<file path="src/rtl/vmon_pkg.sv">
// rtl/vmon_pkg.sv - shared types, constants and helpers for the rail voltage monitor
package vmon_pkg;

    typedef enum logic [1:0] {
        ST_IDLE = 2'd0,
        ST_REQ  = 2'd1,
        ST_EVAL = 2'd2
    } vmon_state_e;

    function automatic int chsel_w(input int vrails);
        return (vrails > 1) ? $clog2(vrails) : 1;
    endfunction

    localparam int VMON_VRAILS_DEF = 4;
    localparam int VMON_CHSEL_W    = chsel_w(VMON_VRAILS_DEF);

    // Unsigned a - b clamped at zero; callers narrow the result to the sample width
    function automatic logic [31:0] sat_sub(input logic [31:0] a, input logic [31:0] b);
        return (a > b) ? (a - b) : 32'd0;
    endfunction

endpackage

</file>
<file path="src/rtl/vmon_pwrgd_gen_if.sv">
// rtl/vmon_pwrgd_gen_if.sv - ADC request/acknowledge handshake between monitor and converter
interface vmon_pwrgd_gen_if #(
    parameter int ADC_WIDTH = 12,
    parameter int CHSEL_W   = 2
);
    logic                 adc_req;
    logic [CHSEL_W-1:0]   adc_chsel;
    logic                 adc_ack;
    logic [ADC_WIDTH-1:0] adc_data;

    modport master (
        output adc_req,
        output adc_chsel,
        input  adc_ack,
        input  adc_data
    );

    modport slave (
        input  adc_req,
        input  adc_chsel,
        output adc_ack,
        output adc_data
    );
endinterface

</file>
<file path="src/rtl/vmon_rail_filter.sv">
// rtl/vmon_rail_filter.sv - per-rail window qualifier with hysteresis, sample filter and sticky OV
module vmon_rail_filter
    import vmon_pkg::*;
#(
    parameter int ADC_WIDTH = 12,
    parameter int FILT_CNT  = 3
) (
    input  logic                 clk,
    input  logic                 rst,
    input  logic                 ena_i,
    input  logic                 eval_i,
    input  logic [ADC_WIDTH-1:0] sample_i,
    input  logic [ADC_WIDTH-1:0] uv_i,
    input  logic [ADC_WIDTH-1:0] ov_i,
    input  logic [ADC_WIDTH-1:0] hyst_i,
    input  logic                 clear_i,
    output logic                 pwrgd_o,
    output logic                 ov_o
);
    localparam int CNT_W = $clog2(FILT_CNT + 1);
    localparam logic [CNT_W-1:0] CNT_LAST = CNT_W'(FILT_CNT - 1);

    logic             pwrgd_q;
    logic             ov_q;
    logic [CNT_W-1:0] cnt_q;

    logic [ADC_WIDTH-1:0] uv_eff_d;
    logic                 in_window_d;
    logic                 over_d;

    // A good rail only drops once it falls below UV-HYST
    assign uv_eff_d    = pwrgd_q ? ADC_WIDTH'(sat_sub(32'(uv_i), 32'(hyst_i))) : uv_i;
    assign in_window_d = (sample_i >= uv_eff_d) && (sample_i <= ov_i);
    assign over_d      = sample_i > ov_i;

    always_ff @(posedge clk or posedge rst) begin
        if (rst) begin
            pwrgd_q <= 1'b0;
            cnt_q   <= '0;
            ov_q    <= 1'b0;
        end else begin
            if (!ena_i) begin
                pwrgd_q <= 1'b0;
                cnt_q   <= '0;
            end else if (eval_i) begin
                if (in_window_d != pwrgd_q) begin
                    if (cnt_q == CNT_LAST) begin
                        pwrgd_q <= ~pwrgd_q;
                        cnt_q   <= '0;
                    end else begin
                        cnt_q <= cnt_q + CNT_W'(1);
                    end
                end else begin
                    cnt_q <= '0;
                end
            end

            // A fresh over-voltage sample wins over a simultaneous clear
            if (ena_i && eval_i && over_d) begin
                ov_q <= 1'b1;
            end else if (clear_i) begin
                ov_q <= 1'b0;
            end
        end
    end

    assign pwrgd_o = pwrgd_q;
    assign ov_o    = ov_q;
endmodule

</file>
<file path="src/rtl/vmon_pwrgd_gen.sv">
// rtl/vmon_pwrgd_gen.sv - multi-rail voltage monitor: round-robin ADC polling and power-good generation
module vmon_pwrgd_gen
    import vmon_pkg::*;
#(
    parameter int VRAILS    = 4,
    parameter int ADC_WIDTH = 12,
    parameter int FILT_CNT  = 3
) (
    input  logic                          clk,
    input  logic                          rst,
    input  logic [VRAILS-1:0]             vmon_ena_i,
    input  logic [VRAILS*ADC_WIDTH-1:0]   uv_thresh_i,
    input  logic [VRAILS*ADC_WIDTH-1:0]   ov_thresh_i,
    input  logic [ADC_WIDTH-1:0]          hyst_i,
    input  logic [VRAILS-1:0]             clear_ov_i,
    output logic [VRAILS-1:0]             vrail_pwrgd_o,
    output logic [VRAILS-1:0]             vrail_ov_o,
    vmon_pwrgd_gen_if.master              adc
);
    localparam int CW = chsel_w(VRAILS);

    vmon_state_e          state_q;
    logic [CW-1:0]        ptr_q;
    logic [CW-1:0]        chsel_q;
    logic                 req_q;
    logic [ADC_WIDTH-1:0] data_q;

    logic [2*VRAILS-1:0]  ena_dbl;
    logic [VRAILS-1:0]    ena_rot;
    logic [CW-1:0]        off_d;
    logic [CW:0]          sum_d;
    logic [CW-1:0]        next_ch_d;
    logic [CW-1:0]        ptr_inc_d;
    logic                 any_ena;

    // Rotate the enables so bit 0 is the pointer; the lowest set bit is the next channel
    assign ena_dbl = {vmon_ena_i, vmon_ena_i};
    assign ena_rot = VRAILS'(ena_dbl >> ptr_q);
    assign any_ena = |vmon_ena_i;

    always_comb begin
        off_d = '0;
        for (int i = VRAILS - 1; i >= 0; i--) begin
            if (ena_rot[i]) begin
                off_d = CW'(i);
            end
        end
        sum_d = {1'b0, ptr_q} + {1'b0, off_d};
        if (sum_d >= (CW+1)'(VRAILS)) begin
            sum_d = sum_d - (CW+1)'(VRAILS);
        end
        next_ch_d = sum_d[CW-1:0];
    end

    assign ptr_inc_d = (chsel_q == CW'(VRAILS - 1)) ? '0 : chsel_q + CW'(1);

    always_ff @(posedge clk or posedge rst) begin
        if (rst) begin
            state_q <= ST_IDLE;
            ptr_q   <= '0;
            chsel_q <= '0;
            req_q   <= 1'b0;
            data_q  <= '0;
        end else begin
            case (state_q)
                ST_IDLE: begin
                    if (any_ena) begin
                        chsel_q <= next_ch_d;
                        req_q   <= 1'b1;
                        state_q <= ST_REQ;
                    end
                end
                ST_REQ: begin
                    if (adc.adc_ack) begin
                        data_q  <= adc.adc_data;
                        req_q   <= 1'b0;
                        state_q <= ST_EVAL;
                    end
                end
                ST_EVAL: begin
                    ptr_q   <= ptr_inc_d;
                    state_q <= ST_IDLE;
                end
                default: begin
                    req_q   <= 1'b0;
                    state_q <= ST_IDLE;
                end
            endcase
        end
    end

    assign adc.adc_req   = req_q;
    assign adc.adc_chsel = chsel_q;

    for (genvar g = 0; g < VRAILS; g++) begin : g_rail
        logic eval_sel;
        assign eval_sel = (state_q == ST_EVAL) && (chsel_q == CW'(g));

        vmon_rail_filter #(
            .ADC_WIDTH (ADC_WIDTH),
            .FILT_CNT  (FILT_CNT)
        ) u_filter (
            .clk      (clk),
            .rst      (rst),
            .ena_i    (vmon_ena_i[g]),
            .eval_i   (eval_sel),
            .sample_i (data_q),
            .uv_i     (uv_thresh_i[g*ADC_WIDTH +: ADC_WIDTH]),
            .ov_i     (ov_thresh_i[g*ADC_WIDTH +: ADC_WIDTH]),
            .hyst_i   (hyst_i),
            .clear_i  (clear_ov_i[g]),
            .pwrgd_o  (vrail_pwrgd_o[g]),
            .ov_o     (vrail_ov_o[g])
        );
    end
endmodule

</file>
<file path="src/flat_wrapper.sv">
// flat-port wrapper written by rule: the top's interface ports become plain ports
module vmon_pwrgd_gen_flat import vmon_pkg::*;
#(
    parameter int VRAILS    = 4,
    parameter int ADC_WIDTH = 12,
    parameter int FILT_CNT  = 3
)
  (clk, rst, vmon_ena_i, uv_thresh_i, ov_thresh_i, hyst_i, clear_ov_i, vrail_pwrgd_o, vrail_ov_o, adc_adc_req, adc_adc_chsel, adc_adc_ack, adc_adc_data);
  vmon_pwrgd_gen_if #(.ADC_WIDTH(ADC_WIDTH), .CHSEL_W((chsel_w((4))))) adc_i ();
  input  logic clk;
  input  logic rst;
  input  logic [VRAILS-1:0] vmon_ena_i;
  input  logic [VRAILS*ADC_WIDTH-1:0] uv_thresh_i;
  input  logic [VRAILS*ADC_WIDTH-1:0] ov_thresh_i;
  input  logic [ADC_WIDTH-1:0] hyst_i;
  input  logic [VRAILS-1:0] clear_ov_i;
  output logic [VRAILS-1:0] vrail_pwrgd_o;
  output logic [VRAILS-1:0] vrail_ov_o;
  output wire logic [$bits(adc_i.adc_req)-1:0] adc_adc_req;
  output wire logic [$bits(adc_i.adc_chsel)-1:0] adc_adc_chsel;
  input wire logic [$bits(adc_i.adc_ack)-1:0] adc_adc_ack;
  input wire logic [$bits(adc_i.adc_data)-1:0] adc_adc_data;
  assign adc_adc_req = adc_i.adc_req;
  assign adc_adc_chsel = adc_i.adc_chsel;
  assign adc_i.adc_ack = adc_adc_ack;
  assign adc_i.adc_data = adc_adc_data;
  vmon_pwrgd_gen #(.VRAILS(VRAILS), .ADC_WIDTH(ADC_WIDTH), .FILT_CNT(FILT_CNT)) u_core (.clk(clk), .rst(rst), .vmon_ena_i(vmon_ena_i), .uv_thresh_i(uv_thresh_i), .ov_thresh_i(ov_thresh_i), .hyst_i(hyst_i), .clear_ov_i(clear_ov_i), .vrail_pwrgd_o(vrail_pwrgd_o), .vrail_ov_o(vrail_ov_o), .adc(adc_i));
endmodule
</file>
<file path="config.mk">
export PLATFORM = sky130hd
export DESIGN_NAME = vmon_pwrgd_gen_flat
export DESIGN_NICKNAME = d
export VERILOG_FILES = /design/src/rtl/vmon_pkg.sv /design/src/rtl/vmon_pwrgd_gen_if.sv /design/src/rtl/vmon_rail_filter.sv /design/src/rtl/vmon_pwrgd_gen.sv /design/src/flat_wrapper.sv
export SDC_FILE = /design/constraint.sdc
export NUM_CORES = 1
export LEC_CHECK = 0
export BUFFER_PORTS_ARGS = -buffer_cell sky130_fd_sc_hd__clkbuf_2
export CAP_MARGIN = 25
export CORE_UTILIZATION = 42
export DETAILED_ROUTE_END_ITERATION = 8
export GPL_TIMING_DRIVEN = 0
export PLACE_DENSITY = 0.71
export SYNTH_ARGS = -nofsm -noshare
export SYNTH_HDL_FRONTEND = slang
export SYNTH_SLANG_ARGS = --single-unit
export TNS_END_PERCENT = 10
</file>
<file path="constraint.sdc">
create_clock -name clk -period 4 [get_ports clk]
set_clock_uncertainty 0.2 [all_clocks]
set_input_delay 0.4 -clock clk [delete_from_list [all_inputs] [get_ports clk]]
set_output_delay 0.4 -clock clk [all_outputs]
set_load 0.005 [all_outputs]
</file>
Word level (Yosys, flattened, before mapping)
Index checks and enable logic that the tools add are counted.
{"block": "op_classes", "mux": 60, "n_reduce_logical": 31, "bitwise_logic": 5, "magnitude_cmp": 17, "addsub": 11, "eq_ne": 27, "shift": 1}
{"cell": "$gt 12x12->1", "count": 8}
{"cell": "$mux 12", "count": 8}
{"cell": "$ge 12x12->1", "count": 4}
{"cell": "$le 12x12->1", "count": 4}
{"cell": "$mux 2", "count": 24}
{"cell": "$sub 12x12->12", "count": 4}
{"cell": "$mux 1", "count": 26}
{"cell": "$ne 2x1->1 const B", "count": 13}
{"cell": "$logic_and 1x1->1", "count": 16}
{"cell": "$reduce_and 3->1", "count": 5}
{"cell": "$eq 2x2->1 const B", "count": 7}
{"cell": "$add 2x1->2 const B", "count": 5}
{"cell": "$reduce_bool 2->1", "count": 4}
{"cell": "$shr 8x2->4", "count": 1}
{"cell": "$reduce_and 2->1", "count": 3}
{"cell": "$not 1->1", "count": 5}
{"cell": "$eq 2x1->1 const B", "count": 2}
{"cell": "$logic_not 2->1", "count": 2}
{"cell": "$ne 1x1->1", "count": 4}
{"cell": "$pmux 2 s2", "count": 1}
{"cell": "$reduce_or 4->1", "count": 1}
{"cell": "$add 2x2->3", "count": 1}
{"cell": "$ge 3x3->1 const B", "count": 1}
{"cell": "$pmux 1 s3", "count": 1}
{"cell": "other kinds (2)", "count": 2}
{"block": "totals", "out_inout_bits": 11, "register_bits": 35}

Depth between registers and ports, before layout
{"block": "logic_depth", "word_depth": 9, "ltp_mapped": 18, "depth_no_buf": 18}

Hierarchy
From an unflattened synthesis, not the netlist that was laid out.
{"block": "unflattened", "cells_unflattened": 926, "area_unflattened_um2": 7143.1}
{"module": "vmon_rail_filter", "instances": 4, "area_each_um2": 1546.5, "cells_each": 204}
{"module": "vmon_pwrgd_gen", "instances": 1, "area_each_um2": 957.2, "cells_each": 110}

Worst setup path before layout
OpenSTA, ideal clock, no wires.
{"block": "synth_path", "path_type": "in2reg", "startpoint": "input uv_thresh_i[0]", "endpoint": "register u_core.g_rail[0].u_filter.cnt_q[0]", "setup_time_ns": 0.126, "t_arrival_ns": 3.424, "cell_stages": 18, "t_required_ns": 3.674, "slack_ns": 0.250, "path_cell_list": "inv_1 -> ha_1 -> fa_1 -> nor2b_1 -> o21ai_1 -> nand2b_1 -> a221o_1 -> a31oi_1 -> nor2_2 -> a32oi_1 -> ha_1 -> a21o_1 -> a21oi_1 -> nor2b_1 -> a311oi_1 -> a21oi_1 -> and4_1 -> a311o_1"}
{"block": "synth_via", "elab_chain_cells": 9}
{"item": "start: declaration", "line": "flat_wrapper.sv:13", "text": "input logic [VRAILS*ADC_WIDTH-1:0] uv_thresh_i;"}
{"item": "$sub 12x12->12 or $gt 12x12->1 (tied branches)", "line": "vmon_pkg.sv:19", "text": "return (a > b) ? (a - b) : 32'd0;"}
{"item": "$mux 12", "line": "vmon_pkg.sv:19"}
{"item": "$mux 12 (*)", "line": "vmon_rail_filter.sv:32", "text": "assign uv_eff_d = pwrgd_q ? ADC_WIDTH'(sat_sub(32'(uv_i), 32'(hyst_i))) : uv_i;"}
{"item": "$ge 12x12->1 (*)", "line": "vmon_rail_filter.sv:33", "text": "assign in_window_d = (sample_i >= uv_eff_d) && (sample_i <= ov_i);"}
{"item": "$logic_and 1x1->1 (*)", "line": "vmon_rail_filter.sv:33"}
{"item": "$ne 1x1->1 (*)", "line": "vmon_rail_filter.sv:46", "text": "if (in_window_d != pwrgd_q) begin"}
{"item": "$mux 2 (*)", "line": "vmon_rail_filter.sv:46"}
{"item": "$mux 2 (*)", "line": "vmon_rail_filter.sv:45", "text": "end else if (eval_i) begin"}
{"item": "$mux 2 (*)", "line": "vmon_rail_filter.sv:42", "text": "if (!ena_i) begin"}
{"item": "end signal: assignment", "line": "vmon_rail_filter.sv:51", "text": "cnt_q <= cnt_q + CNT_W'(1);"}
{"item": "end: declaration", "line": "vmon_rail_filter.sv:25", "text": "logic [CNT_W-1:0] cnt_q;"}
Mark *: on every way between the ends. The rest lies on a longest branch, timed or not. The select of a mux whose other input is x is not followed.
A chain may end at the register's enable or synchronous reset.

Worst setup path in the final report
{"block": "layout_path", "startpoint": "input hyst_i[0]", "endpoint": "register u_core.g_rail[1].u_filter.cnt_q[0]"}
{"block": "layout_via", "elab_chain_cells": 9}
{"item": "start: declaration", "line": "flat_wrapper.sv:15", "text": "input logic [ADC_WIDTH-1:0] hyst_i;"}
{"item": "$sub 12x12->12 or $gt 12x12->1 (tied branches)", "line": "vmon_pkg.sv:19"}
{"item": "$mux 12 (*)", "line": "vmon_pkg.sv:19"}
{"item": "$mux 12 (*)", "line": "vmon_rail_filter.sv:32"}
{"item": "$ge 12x12->1 (*)", "line": "vmon_rail_filter.sv:33"}
{"item": "$logic_and 1x1->1 (*)", "line": "vmon_rail_filter.sv:33"}
{"item": "$ne 1x1->1 (*)", "line": "vmon_rail_filter.sv:46"}
{"item": "$mux 2 (*)", "line": "vmon_rail_filter.sv:46"}
{"item": "$mux 2 (*)", "line": "vmon_rail_filter.sv:45"}
{"item": "$mux 2 (*)", "line": "vmon_rail_filter.sv:42"}
{"item": "end signal: assignment", "line": "vmon_rail_filter.sv:51"}
{"item": "end: declaration", "line": "vmon_rail_filter.sv:25"}
Marked as above.

==> impl_results.md <==
* Status: completed
* Die width at 129 µm
* Startpoint Class: input port
* Worst-Skew Late Latency at 0.28 ns
* Final Net Count at 1320
* H-tree Lvls at 2
* Rows at 45
* Worst hold-check path type: in2reg
* Gr busiest metal: met2
* Fin. Hold Viols at 0
* Largest net degree at the start of global routing at 24
* Max-slew headroom at 56.6%
* Post-synth net total at 1150
* Max clock buf depth at 2
* Sequential power share at 24.7%
* Worst Path Required at 3.96 ns
* Grt total ovfl at 0
* Fin crit share at 97.6%
* Unique cell type count in the Yosys netlist at 59
* Crit path cell chain: clkbuf_2 > ha_1 > fa_1 > nor2b_1 > o21ai_1 > nand2b_1 > a221o_1 > a31oi_4 > buf_4 > nor2_2 > a22oi_1 > ha_1 > a21oi_1 > nor2b_1 > a311oi_2 > a21oi_2 > and4_1 > a311o_1
* Fmax at 0.256 GHz
* Final-report setup violation count at 0
* First-pass GRT wire length at 31.5 mm
* Worst path max stage delay at 0.42 ns
* Die ar. at 16500 µm²
* Logic pwr share at 63.0%
* FF+latch count, synth at 35
* WS Path Type: in2reg
* I/O pin cnt at 142
* Mapped Cells at 866
* M2 GR Usage at 42.7%
* Placed cell area at 7720 µm²
* Number of synthesized flops with an enable pin at 0
* Post-route ant nets at 0
* Area Overhead vs Synth at 25.5%
* Synth area leader: ha_1
* Most common library cell in the layout ignoring fill and taps: clkbuf_2
* Register area share after synthesis at 13.0%
* Initial antenna violation count at 0
* Power Total at 0.00308 W
* Vert. Die Dim at 129 µm
* M3 GR Usage at 2.49%
* Layout cells sized above 1 at 23.5%
* RSZ-0062 raised after global routing: yes
* Vias per cell at 5.73
* Met1 usage at 31.2%
* Ys flop type: dfrtp_1
* Clock Sinks at 35
* Synth top area share at 27.7%
* Max-cap violation count at 0
* Setup TNS at 0 ns
* CTS buffer count at 5
* Worst-margin pin slew at 0.651 ns
* Vias in the first global route at 6502
* Static leakage at 4.15 nW
* Final WL at 20.6 mm
* Initial DRC Count at 495
* Final Instance Area at 8440 µm²
* Number of detailed-route iterations in the first pass at 6
* GP Congestion at 0.887
* Worst Setup End Kind: flip-flop
* Core Region at 15400 µm²
* Maximum vdd drop at 0.000266 V
* Slew Viols, Final at 0
* Residual DRC at 0
* Clock slew at reported path FFs at 0.06 ns
* Top post-synthesis cells by area: ha_1 (28%), dfrtp_1 (13%), nand2_1 (5.0%)
* Switching power at 0.00151 W
* Critical path's slowest cell: fa_1
* WP data arrival at 3.86 ns
* Ys Warns at 0
* Power per cell area at 365 nW/µm²
* Int Pwr at 0.00157 W
* Via count at 7152
* Avg WL per Cell at 16.5 µm
* Inserted Diodes at 0
* GRT Overall Usage at 24.3%
* CTS root buffer: clkbuf_16
* Dpl hpwl at 15.9 mm
* Avg Inst Size Synth at 7.77 µm²
* Minimum clock period at 3.90 ns
* Clock share of power at 12.3%
* Area of the mapped netlist at 6730 µm²
* Maximum fanout along the worst path at 5
* Synth async-reset ratio at 100%
* Initial Utilization at 43.6%
* Switching share of power at 49.1%
* CTS tree: built
* Count of input and output buffers at 140
* Most frequent cells in the layout: clkbuf_2 (140), ha_1 (136), nand2_1 (89)
-- path summary, 6_finish.rpt --
path | startpoint | endpoint | slack (ns) | depth (start not counted)
worst max-delay path | hyst_i[0] | u_core.g_rail[1].u_filter.cnt_q[0] | 0.1 | 18
worst min-delay path | clear_ov_i[0] | u_core.g_rail[0].u_filter.ov_o | 0.09 | 2
worst max register to register | u_core.g_rail[0].u_filter.pwrgd_o | u_core.g_rail[0].u_filter.cnt_q[0] | 0.81 | 11
worst min register to register | u_core.adc.adc_req | u_core.adc.adc_req | 0.29 | 2
max in group asynchronous | rst | u_core.data_q[11] | 2.55 | 4
min in group asynchronous | rst | u_core.g_rail[1].u_filter.ov_o | 0.52 | 3
-- power by group through the flow --
| stage | registers, W | logic [W] | clock network [W] |
|---|---|---|---|
| 3_5_place_dp | 0.000766 | 0.00178 | 0 |
| 4_1_cts | 0.000762 | 0.00182 | 0.000383 |
| 5_1_grt | 0.000770 | 0.00223 | 0.000397 |
| 2_1_floorplan | 0.000593 | 0.00135 | 0 |
| 3_3_place_gp | 0.000762 | 0.00172 | 0 |
| 6_report | 0.000761 | 0.00194 | 0.000380 |
-- registers in the layout (all words and copies together) (netlist names) --
name and flops:
u_core.adc.adc_chsel 2, u_core.g_rail.u_filter.cnt_q 8, u_core.g_rail.u_filter.ov_o 4, u_core.g_rail.u_filter.pwrgd_o 4, u_core.ptr_q 2, u_core.data_q 12, u_core.adc.adc_req 1, u_core.state_q 2
-- metrics by stage --
step	instances	utilization, %	worst slack, ns	hold WS, ns
6_report	1248	54.7	0.0968	0.0942
5_1_grt	1248	54.7	-0.0944	0.112
4_1_cts	1231	51.8	-0.00395	0.0919
3_5_place_dp	1218	50.1	-0.516	0.277
3_3_place_gp	1217	49.9	-0.478	0.261
2_1_floorplan	866	-	0.250	0.268
-- Yosys cell counts (11+ instances only) --
cell type  number
xnor2_1        18
nand3_1        25
nand2b_1       17
nor2b_1        17
nand4_1        22
dfrtp_1        35
nor4_1         11
nor3_1         23
o21ai_0        43
xor2_1         14
clkbuf_1       12
nor2_1         25
a21oi_1        65
nand2_1        89
a21o_1         25
a22oi_1        34
ha_1          149
inv_1          88
-- what timing repair did --
item                       4_1_cts  5_1_grt
pin swaps                        0       24
hold buffers                     1        0
gates resized for setup         17       58
setup endpoints to repair        4        8
gates cloned                     0        2
hold endpoints to repair        12        0
setup buffers                    4       15
-- area by class of cell --
type	count	area [µm²]
fill	1509	6980
multi-input combinational	721	5780
timing repair buffer	161	901
sequential	35	876
inverter	88	349
tap	211	264
clock buffer	5	125
buffer	24	125
clock inverter	3	20.0
-- logic make-up (layout without fill, tap and decap cells) --
family | after synthesis | after routing | synth area share, %
mux | 2 | 2 | 0.335
xor+xnor | 32 | 32 | 4.16
simple gates | 273 | 275 | 21.1
buf+inv | 112 | 281 | 6.77
compound gates | 259 | 259 | 25.7
flops | 35 | 35 | 13.0
fa+ha+maj | 153 | 153 | 28.9
-- critical path, delay by kind of cell --
family          cells  cell delay (ns)
buf+inv             2             0.31
fa+ha+maj           3             0.98
simple gates        5             0.86
compound gates      8             1.30
-- per-layer routing --
metal | part of all wire, % | vias up
li1 | - | 3573
met1 | 44 | 3331
met2 | 48 | 209
met3 | 4.5 | 39
met4 | 2.5 | 0
met5 | 0 | -
No activity file was read; power rests on OpenSTA's default activity.
